File: config.mk
export PLATFORM = sky130hd
export DESIGN_NAME = multi_deque
export DESIGN_NICKNAME = d
export VERILOG_FILES = /design/src/rtl/multi_deque.sv
export SDC_FILE = /design/constraint.sdc
export NUM_CORES = 1
export LEC_CHECK = 0
export CAP_MARGIN = 20
export CORE_MARGIN = 2
export CORE_UTILIZATION = 30
export DETAILED_ROUTE_END_ITERATION = 12
export HOLD_SLACK_MARGIN = 0.05
export SETUP_SLACK_MARGIN = 0.5
export SLEW_MARGIN = 20
export SYNTH_ARGS = -nofsm -noshare
export SYNTH_HDL_FRONTEND = slang
export SYNTH_SLANG_ARGS = --single-unit
File: constraint.sdc
create_clock -name i_clk -period 4.8 [get_ports i_clk]
set_input_delay 0.48 -clock i_clk [delete_from_list [all_inputs] [get_ports i_clk]]
set_output_delay 0.48 -clock i_clk [all_outputs]
set_load 0.02 [all_outputs]
File: src/rtl/multi_deque.sv
// multi_deque: CHANNELS independent circular deques with one push/pop per cycle and a registered pop result.
// Define MULTI_DEQUE_LEVEL_EN to add the o_level port (fill count of the channel on i_chan_sel).
module multi_deque #(
    parameter  int CHANNELS = 2,
    parameter  int DEPTH    = 16,
    parameter  int WIDTH    = 8,
    localparam int CW       = (CHANNELS > 1) ? $clog2(CHANNELS) : 1,
    localparam int NW       = $clog2(DEPTH + 1)
) (
    input  logic                i_clk,
    input  logic                i_rst,
    input  logic [CW-1:0]       i_chan_sel,
    input  logic                i_op_valid,
    input  logic                i_op_pop,
    input  logic                i_op_back,
    input  logic [WIDTH-1:0]    i_data_in,
    output logic [WIDTH-1:0]    o_data_out,
    output logic                o_out_valid,
    output logic                o_error,
    output logic [CHANNELS-1:0] o_empty,
    output logic [CHANNELS-1:0] o_full
`ifdef MULTI_DEQUE_LEVEL_EN
    ,
    output logic [NW-1:0]       o_level
`endif
);
    localparam int PW = $clog2(DEPTH);
    // Wide enough to hold head + count (up to 2*DEPTH-1) before the explicit wrap.
    localparam int SW = NW + 1;

    logic [WIDTH-1:0] r_mem   [CHANNELS][DEPTH];
    logic [PW-1:0]    r_head  [CHANNELS];
    logic [NW-1:0]    r_count [CHANNELS];
    logic [WIDTH-1:0] r_data_out;
    logic             r_out_valid;
    logic             r_error;

    logic          w_sel_ok;
    logic [CW-1:0] w_idx;
    logic [PW-1:0] w_head;
    logic [PW-1:0] w_head_inc;
    logic [PW-1:0] w_head_dec;
    logic [PW-1:0] w_tail_wr;
    logic [PW-1:0] w_tail_rd;
    logic [PW-1:0] w_rd_addr;
    logic [PW-1:0] w_wr_addr;
    logic [NW-1:0] w_cnt;
    logic [SW-1:0] w_sum;
    logic [SW-1:0] w_sum_m1;
    logic          w_is_empty;
    logic          w_is_full;
    logic          w_reject;
    logic          w_do;

    always_comb begin
        w_sel_ok   = (int'(i_chan_sel) < CHANNELS);
        w_idx      = w_sel_ok ? i_chan_sel : '0;
        w_head     = r_head[w_idx];
        w_cnt      = r_count[w_idx];
        w_is_empty = (w_cnt == '0);
        w_is_full  = (w_cnt == NW'(DEPTH));

        w_head_inc = (w_head == PW'(DEPTH - 1)) ? '0 : w_head + PW'(1);
        w_head_dec = (w_head == '0) ? PW'(DEPTH - 1) : w_head - PW'(1);

        w_sum      = SW'(w_head) + SW'(w_cnt);
        w_sum_m1   = w_sum - SW'(1);
        w_tail_wr  = (w_sum >= SW'(DEPTH)) ? PW'(w_sum - SW'(DEPTH)) : PW'(w_sum);
        w_tail_rd  = (w_sum_m1 >= SW'(DEPTH)) ? PW'(w_sum_m1 - SW'(DEPTH)) : PW'(w_sum_m1);

        w_rd_addr  = i_op_back ? w_tail_rd : w_head;
        w_wr_addr  = i_op_back ? w_tail_wr : w_head_dec;

        w_reject   = i_op_valid & (~w_sel_ok | (i_op_pop ? w_is_empty : w_is_full));
        w_do       = i_op_valid & ~w_reject;
    end

    always_ff @(posedge i_clk or posedge i_rst) begin
        if (i_rst) begin
            for (int c = 0; c < CHANNELS; c++) begin
                r_head[c]  <= '0;
                r_count[c] <= '0;
            end
            r_data_out  <= '0;
            r_out_valid <= 1'b0;
            r_error     <= 1'b0;
        end else begin
            r_out_valid <= w_do & i_op_pop;
            r_error     <= w_reject;
            if (w_do) begin
                if (i_op_pop) begin
                    r_data_out     <= r_mem[w_idx][w_rd_addr];
                    r_count[w_idx] <= w_cnt - NW'(1);
                    if (!i_op_back) begin
                        r_head[w_idx] <= w_head_inc;
                    end
                end else begin
                    r_count[w_idx] <= w_cnt + NW'(1);
                    if (!i_op_back) begin
                        r_head[w_idx] <= w_head_dec;
                    end
                end
            end
        end
    end

    // Storage has no reset; the pointers alone define which entries are live.
    always_ff @(posedge i_clk) begin
        if (w_do && !i_op_pop) begin
            r_mem[w_idx][w_wr_addr] <= i_data_in;
        end
    end

    for (genvar c = 0; c < CHANNELS; c++) begin : g_flags
        assign o_empty[c] = (r_count[c] == '0);
        assign o_full[c]  = (r_count[c] == NW'(DEPTH));
    end

    assign o_data_out  = r_data_out;
    assign o_out_valid = r_out_valid;
    assign o_error     = r_error;

`ifdef MULTI_DEQUE_LEVEL_EN
    assign o_level = w_sel_ok ? w_cnt : '0;
`endif

endmodule

[Yosys cells after proc, flatten, opt, wreduce, memory -nomap -nowiden]
Memories as Yosys holds them, arrays and structs flattened.
Cells that the tools add are included.
Word-level totals
  word-level logic and storage cells: 77
  output and inout port bits: 14
  register bits after elaboration: 28
  memories kept: 1
  RAM bits: 256
  input bits: 14
Cells by class
  add/subtract/negate cells: 8
  bitwise gates (word level): 8
  reductions and logical operators: 10
  magnitude comparators: 7
  muxes and demuxes: 32
  equal/unequal tests: 4
Memories
  r_mem: depth 2, bits a word 128, rd ports 1, clocked after memory_dff 0, wr ports 1, line 31  | logic [WIDTH-1:0] r_mem [CHANNELS][DEPTH];
Operator list (count)
  $mux 128: 1
  $mux 8: 6
  $mux 4: 10
  $bmux 8 s4: 1
  $demux 8 s4: 1
  $bwmux 10: 2
  $mux 5: 4
  $bwmux 8: 2
  $eq 5x5->1 const B: 3
  $logic_not 5->1: 3
  $ge 6x5->1 const B: 2
  $sub 4x1->4 const B: 3
  $ge 5x5->1 const B: 2
  $mux 10: 1
  $not 4->5: 2
  $add 4x5->6: 1
  $sub 6x1->6 const B: 1
  $add 5x1->5 const B: 1
  $demux 5 s1: 1
  $lt 5x1->1 const B: 1
  $sub 5x1->5 const B: 1
  $add 4x1->4 const B: 1
  $demux 4 s1: 1
  $eq 4x4->1 const B: 1
  other kinds (10): 17

[Depth between registers and ports, before layout]
Gate-level depths: netlist of run 1.
  depth after elaboration: 14
  gate-level depth with buffers: 20
  mapped depth without buffers: 13

[Least setup slack after synthesis of run 1]
Ideal clock, no wire load.
  path kind: input port to flip-flop
  from: input port i_chan_sel
  to: register r_data_out[2], in the netlist o_data_out[2]
  path buffers: 8
  setup slack: 0.122 ns
  cell stages on the path: 20
  setup time: 0.135 ns
  arrival time: 4.543 ns
  required time: 4.665 ns
  path through: buf_6 -> buf_6 -> buf_4 -> buf_4 -> mux2i_1 -> inv_1 -> ha_1 -> buf_2 -> buf_1 -> inv_1 -> ha_1 -> and2_1 -> buf_2 -> nor2_1 -> buf_4 -> mux2_2 -> nand2_1 -> o21ai_0 -> a2111oi_0 -> o41ai_1
On the way
  cells in the longest elaborated chain, start to end: 13
  elaborated cells on any way between the ends: 25
  classes of those cells: add/sub (3); order compare (1); eq/ne (1); mux (12); bitwise (5); reduce/logical (2); memory (1)
Ends and longest elaborated chain
  start, declared: line 12  | input logic [CW-1:0] i_chan_sel,
  $not 1->2 (not written as such): line 58, 59
  $mux 4 (not written as such) / $mux 5 (equally long branches) (3 in series): line 58, 59
  $add 4x5->6: line 66  | w_sum = SW'(w_head) + SW'(w_cnt);
  $sub 6x1->6: line 67  | w_sum_m1 = w_sum - SW'(1);
  $ge 6x5->1 / $sub 4x1->4 (equally long branches): line 69  | w_tail_rd = (w_sum_m1 >= SW'(DEPTH)) ? PW'(w_sum_m1 - SW'(DEPTH)) : PW'(w_sum_m1);
  $mux 4: line 69
  $mux 4: line 71  | w_rd_addr = i_op_back ? w_tail_rd : w_head;
  $not 4->5 (not written as such): line 92  | r_data_out <= r_mem[w_idx][w_rd_addr];
  $bmux 8 s4: line 92
  $mux 8 (not written as such) (2 in series): line 92
  end signal, assigned: line 92
  end, declared: line 34  | logic [WIDTH-1:0] r_data_out;
Several ways; a longest one is shown, not always the timed one. The select of a mux whose other input is x is not followed.
A chain may end at the register's enable or synchronous reset.

[Final worst setup path of run 1]
  from: register r_head[4] in the netlist's numbering
  to: register r_data_out[2], in the netlist o_data_out[2]
On the way
  cells in the longest elaborated chain, start to end: 12
  elaborated cells on any way between the ends: 13
  classes of those cells: add/sub (3); order compare (1); mux (8); bitwise (1)
Ends and longest elaborated chain
  start, declared: line 32  | logic [PW-1:0] r_head [CHANNELS];
  start signal, assigned by index: line 95  | r_head[w_idx] <= w_head_inc;
  start signal, assigned by index: line 100  | r_head[w_idx] <= w_head_dec;
  $mux 4 (not written as such) (*) (3 in series): line 58  | w_head = r_head[w_idx];
  $add 4x5->6: line 66
  $sub 6x1->6: line 67
  $ge 6x5->1 / $sub 4x1->4 (equally long branches): line 69
  $mux 4: line 69
  $mux 4 (*): line 71
  $not 4->5 (not written as such) (*): line 92
  $bmux 8 s4 (*): line 92
  $mux 8 (not written as such) (*) (2 in series): line 92
Every way passes the cells marked *; elsewhere a longest branch is shown, timed or not. The select of a mux whose other input is x is not followed.

==> results of run 1 <==
state kept, by name (all words and copies together), names as in the netlist, named ones only:
name         count
o_data_out       8
r_mem          256
o_out_valid      1
r_head           8
r_count          8
o_error          1
power breakdown:
part	switching, mW	leakage, nW	internal [mW]
registers	0.168	2.64	2.93
logic	2.65	2.16	1.68
clock network	0.981	0.485	1.39
final timing paths:
check / from / end / depth (start not counted)
setup / recovery: r_head[4] / o_data_out[2] / 13
hold / removal: i_rst / r_count[9] / 3
setup reg to reg: r_head[4] / o_data_out[2] / 13
hold reg to reg: r_count[2] / r_count[2] / 2
max in group asynchronous: i_rst / o_data_out[3] / 3
min in group i_clk: i_data_in[0] / r_mem[1][0] / 1
metal layers:
metal / GRT usage, % / wire [um]
met1: 20.4 / 15000
met2: 24.1 / 15800
met3: 2.96 / 1970
met4: 3.95 / 819
met5: 0 / 0
cell usage after synthesis (14+ instances only):
library cell	instances	share of area [%]
a211oi_1	45	2.6
and3_1	20	0.95
mux4_2	33	5.7
edfxtp_1	256	58
mux2_2	21	1.8
mux2i_1	86	6.5
nand2_1	45	1.3
nor2_1	79	2.3
a2111oi_0	14	0.93
buf_2	21	0.80
clkbuf_1	18	0.51
o21ai_0	28	1.1
inv_1	14	0.40
dfrtp_1	28	5.3
a21oi_1	18	0.69
per-stage QoR:
step | std cells | hold WS (ns)
2_1_floorplan | 892 | 0.472
3_3_place_gp | 1507 | 0.489
4_1_cts | 1564 | 0.308
3_5_place_dp | 1507 | 0.492
5_1_grt | 1564 | 0.320
6_report | 1564 | 0.290
cells in the final DEF, fill, tap and decap left out, types with 12 or more instances in the layout:
cell,instances
a22oi_1,12
inv_1,14
a2111oi_0,14
mux2i_1,84
clkbuf_16,31
and3_1,20
clkdlybuf4s50_1,23
mux2_2,21
dfrtp_1,28
buf_4,60
nor2_1,76
edfxtp_1,256
a21oi_1,18
a211oi_1,45
o21ai_0,28
mux4_2,33
nand2_1,45
critical path, cell delays in order, from the launching register on:
cell	delay [ns]
dfrtp_1	0.49
mux2i_4	0.20
inv_2	0.09
ha_1	0.23
fa_1	0.51
inv_1	0.07
ha_1	0.29
and2_1	0.23
nor2_4	0.49
mux2_2	0.40
nand2_1	0.06
o21ai_0	0.10
a2111oi_0	0.53
o41ai_1	0.13
cell families (layout without fill, tap and decap cells):
kind of cell | count (synthesis) | after routing | share of synthesized area, %
buffers and inverters | 74 | 161 | 3.00
multiplexers | 143 | 143 | 14.5
flip-flops | 284 | 284 | 63.8
AND/OR/NAND/NOR | 186 | 186 | 6.57
adder cells (fa/ha/maj) | 11 | 11 | 1.10
XOR/XNOR | 17 | 17 | 1.24
AO/OA/AOI/OAI | 177 | 177 | 9.82
cell type report:
type	count	share of cell area [%]
sequential	284	54.8
multi-input combinational	534	28.7
clock buffer	35	5.17
tap	585	4.79
timing repair buffer	87	4.64
clock inverter	22	1.42
inverter	17	0.417
==> run_results.csv, run 1 <==
group,metric,value,unit
yosys,synth_nets,917,
route,remaining_drc_errors,0,
timing,skew,0.0109,ns
clock_tree,cts_buffers,31,
global_route,grt_antenna_before_repair,0,
yosys,syn_avg_cell_area,14.7,um^2
yosys,synth_edf_count,256,
route,antenna_left,0,
floorplan,dieWidth,213,um
route,drtIter0Drc,669,
clock_tree,cts.sinks,284,
final_layout,synthToLayoutAreaGrowth,16.4,%
floorplan,ios,28,
clock_tree,cts-root-buf,"clkbuf_16",
place,pre_cts_ws,0.428,ns
final_layout,register_area,0.00839,mm^2
job,cap_violations,0,
min_path,hold_path.class,"primary input to asynchronous set/reset pin",
floorplan,die_height,213,um
run_status,status,"finished, final reports clean",
floorplan,core_area,0.0432,mm^2
timing,setup_tns,0,ns
route,route.vias.total,8004,
critical_path,rrSetupSlack,0.84,ns
final_layout,postLayoutCellArea,0.0153,mm^2
critical_path,end_kind,"flop",
yosys,syn_inst,892,
route,drt_pass1_iterations,5,
yosys,async_flop_share,9.86,%
yosys,syn-cell-area,0.0131,mm^2
yosys,synth_ff_type,"edfxtp_1",
final_layout,final_util,35.4,%
final_layout,fillers,4190,
power_and_ir_drop,total_power,9.80,mW
timing,finalMaxSlewViolations,0,
global_route,grt_pass1_vias,8136,
final_layout,drive_gt1_share,19.2,%
timing,period_minus_slack,3.96,ns
yosys,yosysUniqueCellTypes,68,
clock_tree,cts_tree,"yes",
place,detailed_place.area,0.0143,mm^2
yosys,synth-seq-cells,284,
timing,worst_slew_pin_slew,1.01,ns
global_route,grt_start_max_net_pins,80,
global_route,grt_overflow,0,
route,routedWlPerCell,21.5,um
critical_path,crit_required,5.22,ns
clock_tree,cts_hold_buf,0,
power_and_ir_drop,peakVddDrop,375,uV
clock_tree,cts_resized,0,
clock_tree,clk_pin_slew,0.06,ns
timing,setup_ws,0.835,ns
floorplan,rows,76,
place,dp_hpwl,22000,um
critical_path,worstPathArrival,4.38,ns
power_and_ir_drop,p_per_area,641,mW/mm^2
final_layout,n_antenna_cell,0,
clock_tree,cts_max_level,1,
critical_path,criticalPathCategory,"flop to flop",
clock_tree,cts_buffer_depth,3,
critical_path,crit_path_max_fanout,14,
final_layout,final_nets,980,
critical_path,start_kind,"flop",
global_route,grt_use_total,14.9,%
global_route,grt_pass1_wl,50300,um
clock_tree,clk_latency,0.57,ns
timing,max_slew_margin,32.4,%
floorplan,dieArea,0.0455,mm^2
timing,hold_viol,0,
yosys,synth_warnings,0,
route,avgViaCountPerCell,5.12,
place,gp_congestion,0.823,
route,wirelength,33600,um
yosys,synth-seq-area-share,63.8,%
clock_tree,postCtsSetupBuffers,0,
final_layout,multi_input_area,0.00440,mm^2
power_and_ir_drop,p_leak,5.28,nW
timing,finalSetupViolCount,0,
floorplan,start_util,30.4,%
timing,fin_crit_sh,82.6,%
timing,grt_setup_unrepaired,"no",
timing,clock.fmax,252,MHz
place,port_buffers,27,
No activity file was read; power rests on OpenSTA's default activity.
==> inputs of run 2 (changes only) <==
clock period = 3.97 ns   (was 4.8 ns; I/O delays follow)
==> run_results.csv, run 2 (same netlist as run 1, synthesis figures left out) <==
group,metric,value,unit
run_status,status,"finished, final reports clean",
timing,setup_ws,0.508,ns
clock_tree,cts.sinks,284,
critical_path,end_kind,"flop",
timing,skew,0.0180,ns
timing,hold_viol,0,
route,wl_met3,2300,um
route,remaining_drc_errors,0,
global_route,grt_pass1_wl,50000,um
floorplan,start_util,30.4,%
route,top_layer,"met4",
clock_tree,cts-root-buf,"clkbuf_16",
global_route,grt_use_total,14.6,%
critical_path,crit_required,4.42,ns
floorplan,core_area,0.0432,mm^2
final_layout,n_antenna_cell,0,
final_layout,postLayoutCellArea,0.0158,mm^2
power_and_ir_drop,peakVddDrop,473,uV
job,cap_violations,0,
final_layout,fin_cells,1567,
critical_path,crit_path_max_fanout,7,
route,route.vias.total,8120,
floorplan,dieArea,0.0455,mm^2
power_and_ir_drop,total_power,13.1,mW
power_and_ir_drop,p_switching,5.02,mW
final_layout,final_util,36.6,%
power_and_ir_drop,p_per_area,828,mW/mm^2
final_layout,layout_commonest_cell,"edfxtp_1",
floorplan,die_height,213,um
route,wl_met1,15300,um
clock_tree,clk_pin_slew,0.07,ns
timing,setup_tns,0,ns
timing,clock.fmax,289,MHz
route,drtIter0Drc,828,
timing,max_slew_margin,49.0,%
power_and_ir_drop,internal_power,8.04,mW
timing,period_minus_slack,3.46,ns
floorplan,rows,76,
route,wirelength,33500,um
place,detailed_place.area,0.0145,mm^2
final_layout,synthToLayoutAreaGrowth,20.1,%
floorplan,dieWidth,213,um
final_layout,final_nets,983,
route,wl_met2,15400,um
min_path,hold_path.class,"primary input to asynchronous set/reset pin",
place,pre_cts_ws,0.171,ns
clock_tree,cts_buffer_depth,3,
final_layout,final_cell_mix,"edfxtp_1 (256), mux2i_1 (84), buf_4 (58)",
route,routedWlPerCell,21.4,um
clock_tree,cts_max_level,1,
power_and_ir_drop,swShare,38.4,%
clock_tree,cts_tree,"yes",
timing,finalMaxSlewViolations,0,
final_layout,drive_gt1_share,24.7,%
final_layout,top_register,"r_mem",
route,antenna_left,0,
place,gp_congestion,0.880,
floorplan,ios,28,
timing,grt_setup_unrepaired,"yes",
clock_tree,clk_latency,0.56,ns
global_route,grt_pass1_vias,8057,
timing,fin_crit_sh,87.2,%
global_route,grt_overflow,0,
power_and_ir_drop,p_leak,5.40,nW
place,dp_cells,1504,
timing,fin_hold_ws,0.241,ns
timing,worst_slew_pin_slew,0.766,ns
clock_tree,cts_hold_buf,0,
place,port_buffers,27,
route,drt_pass1_iterations,5,
power_and_ir_drop,clockPowerShare,23.5,%
timing,finalSetupViolCount,0,
final_layout,largest_register_ffs,256,
place,dp_hpwl,22300,um
power_and_ir_drop,power.share.combinational,47.9,%
clock_tree,cts_buffers,30,
route,avgViaCountPerCell,5.18,
critical_path,worstPathArrival,3.91,ns
power_and_ir_drop,seqPwrFrac,28.6,%
critical_path,start_kind,"flop",
critical_path,criticalPathCategory,"flop to flop",
global_route,grt_start_max_net_pins,48,
global_route,grt_antenna_before_repair,0,
[run 2: critical path, stage by stage (launching register included)]
cell and delay, ns:
dfrtp_2 0.44, mux2i_4 0.21, inv_2 0.09, ha_4 0.17, fa_1 0.52, inv_2 0.07, ha_4 0.24, and2_4 0.18
nor2_4 0.24, buf_12 0.19, a211oi_1 0.08, a211oi_1 0.39, o21ai_0 0.14, buf_4 0.16, a32o_1 0.24
[run 2: final cells by class]
cell class	instances	area, um^2
clock inverters	18	273
flip-flops and latches	284	8390
inverters	17	63.8
well taps	585	732
repair buffers	91	826
multi-input cells	534	4670
clock buffers	38	822
fillers	4108	27400
[run 2: power by group through the flow]
| stage | Combinational (mW) | Sequential, mW | Clock (mW) |
|---|---|---|---|
| 2_1_floorplan | 3.81 | 3.78 | 0 |
| 3_3_place_gp | 5.66 | 3.79 | 0 |
| 3_5_place_dp | 5.72 | 3.79 | 0 |
| 4_1_cts | 5.83 | 3.73 | 3.12 |
| 5_1_grt | 6.68 | 3.76 | 3.24 |
| 6_report | 6.26 | 3.73 | 3.07 |
[run 2: worst paths after layout]
check,to,startpoint,slack (ns),depth (start not counted)
max,o_data_out[5],flop,0.51,14
min,o_data_out[3],i_rst,0.24,2
max reg2reg,o_data_out[5],flop,0.51,14
min reg2reg,r_head[2],r_head[2],0.51,1
max in group asynchronous,r_head[0],i_rst,3.21,3
min in group i_clk,r_mem[0][119],i_data_in[7],0.41,1
[run 2: timing repair]
item / in CTS / in global routing
gates resized for setup: 7 / 28
pin swaps: 0 / 7
buffers inserted: 1 / 4
cloned: 0 / 2
setup endpoints to repair: 8 / 46
[run 2: layer usage]
metal,up-vias,global-route usage [%]
met5,-,0
met4,0,3.30
met3,44,2.35
met2,278,23.4
met1,4145,20.9
li1,3653,-
==> inputs of run 3 (changes only) <==
HOLD_SLACK_MARGIN = unset   (was 0.05)
SKIP_LAST_GASP = 1   (was unset)
==> results of run 3 <==
Final layout, timing and power as in run 2 (identical DEF).
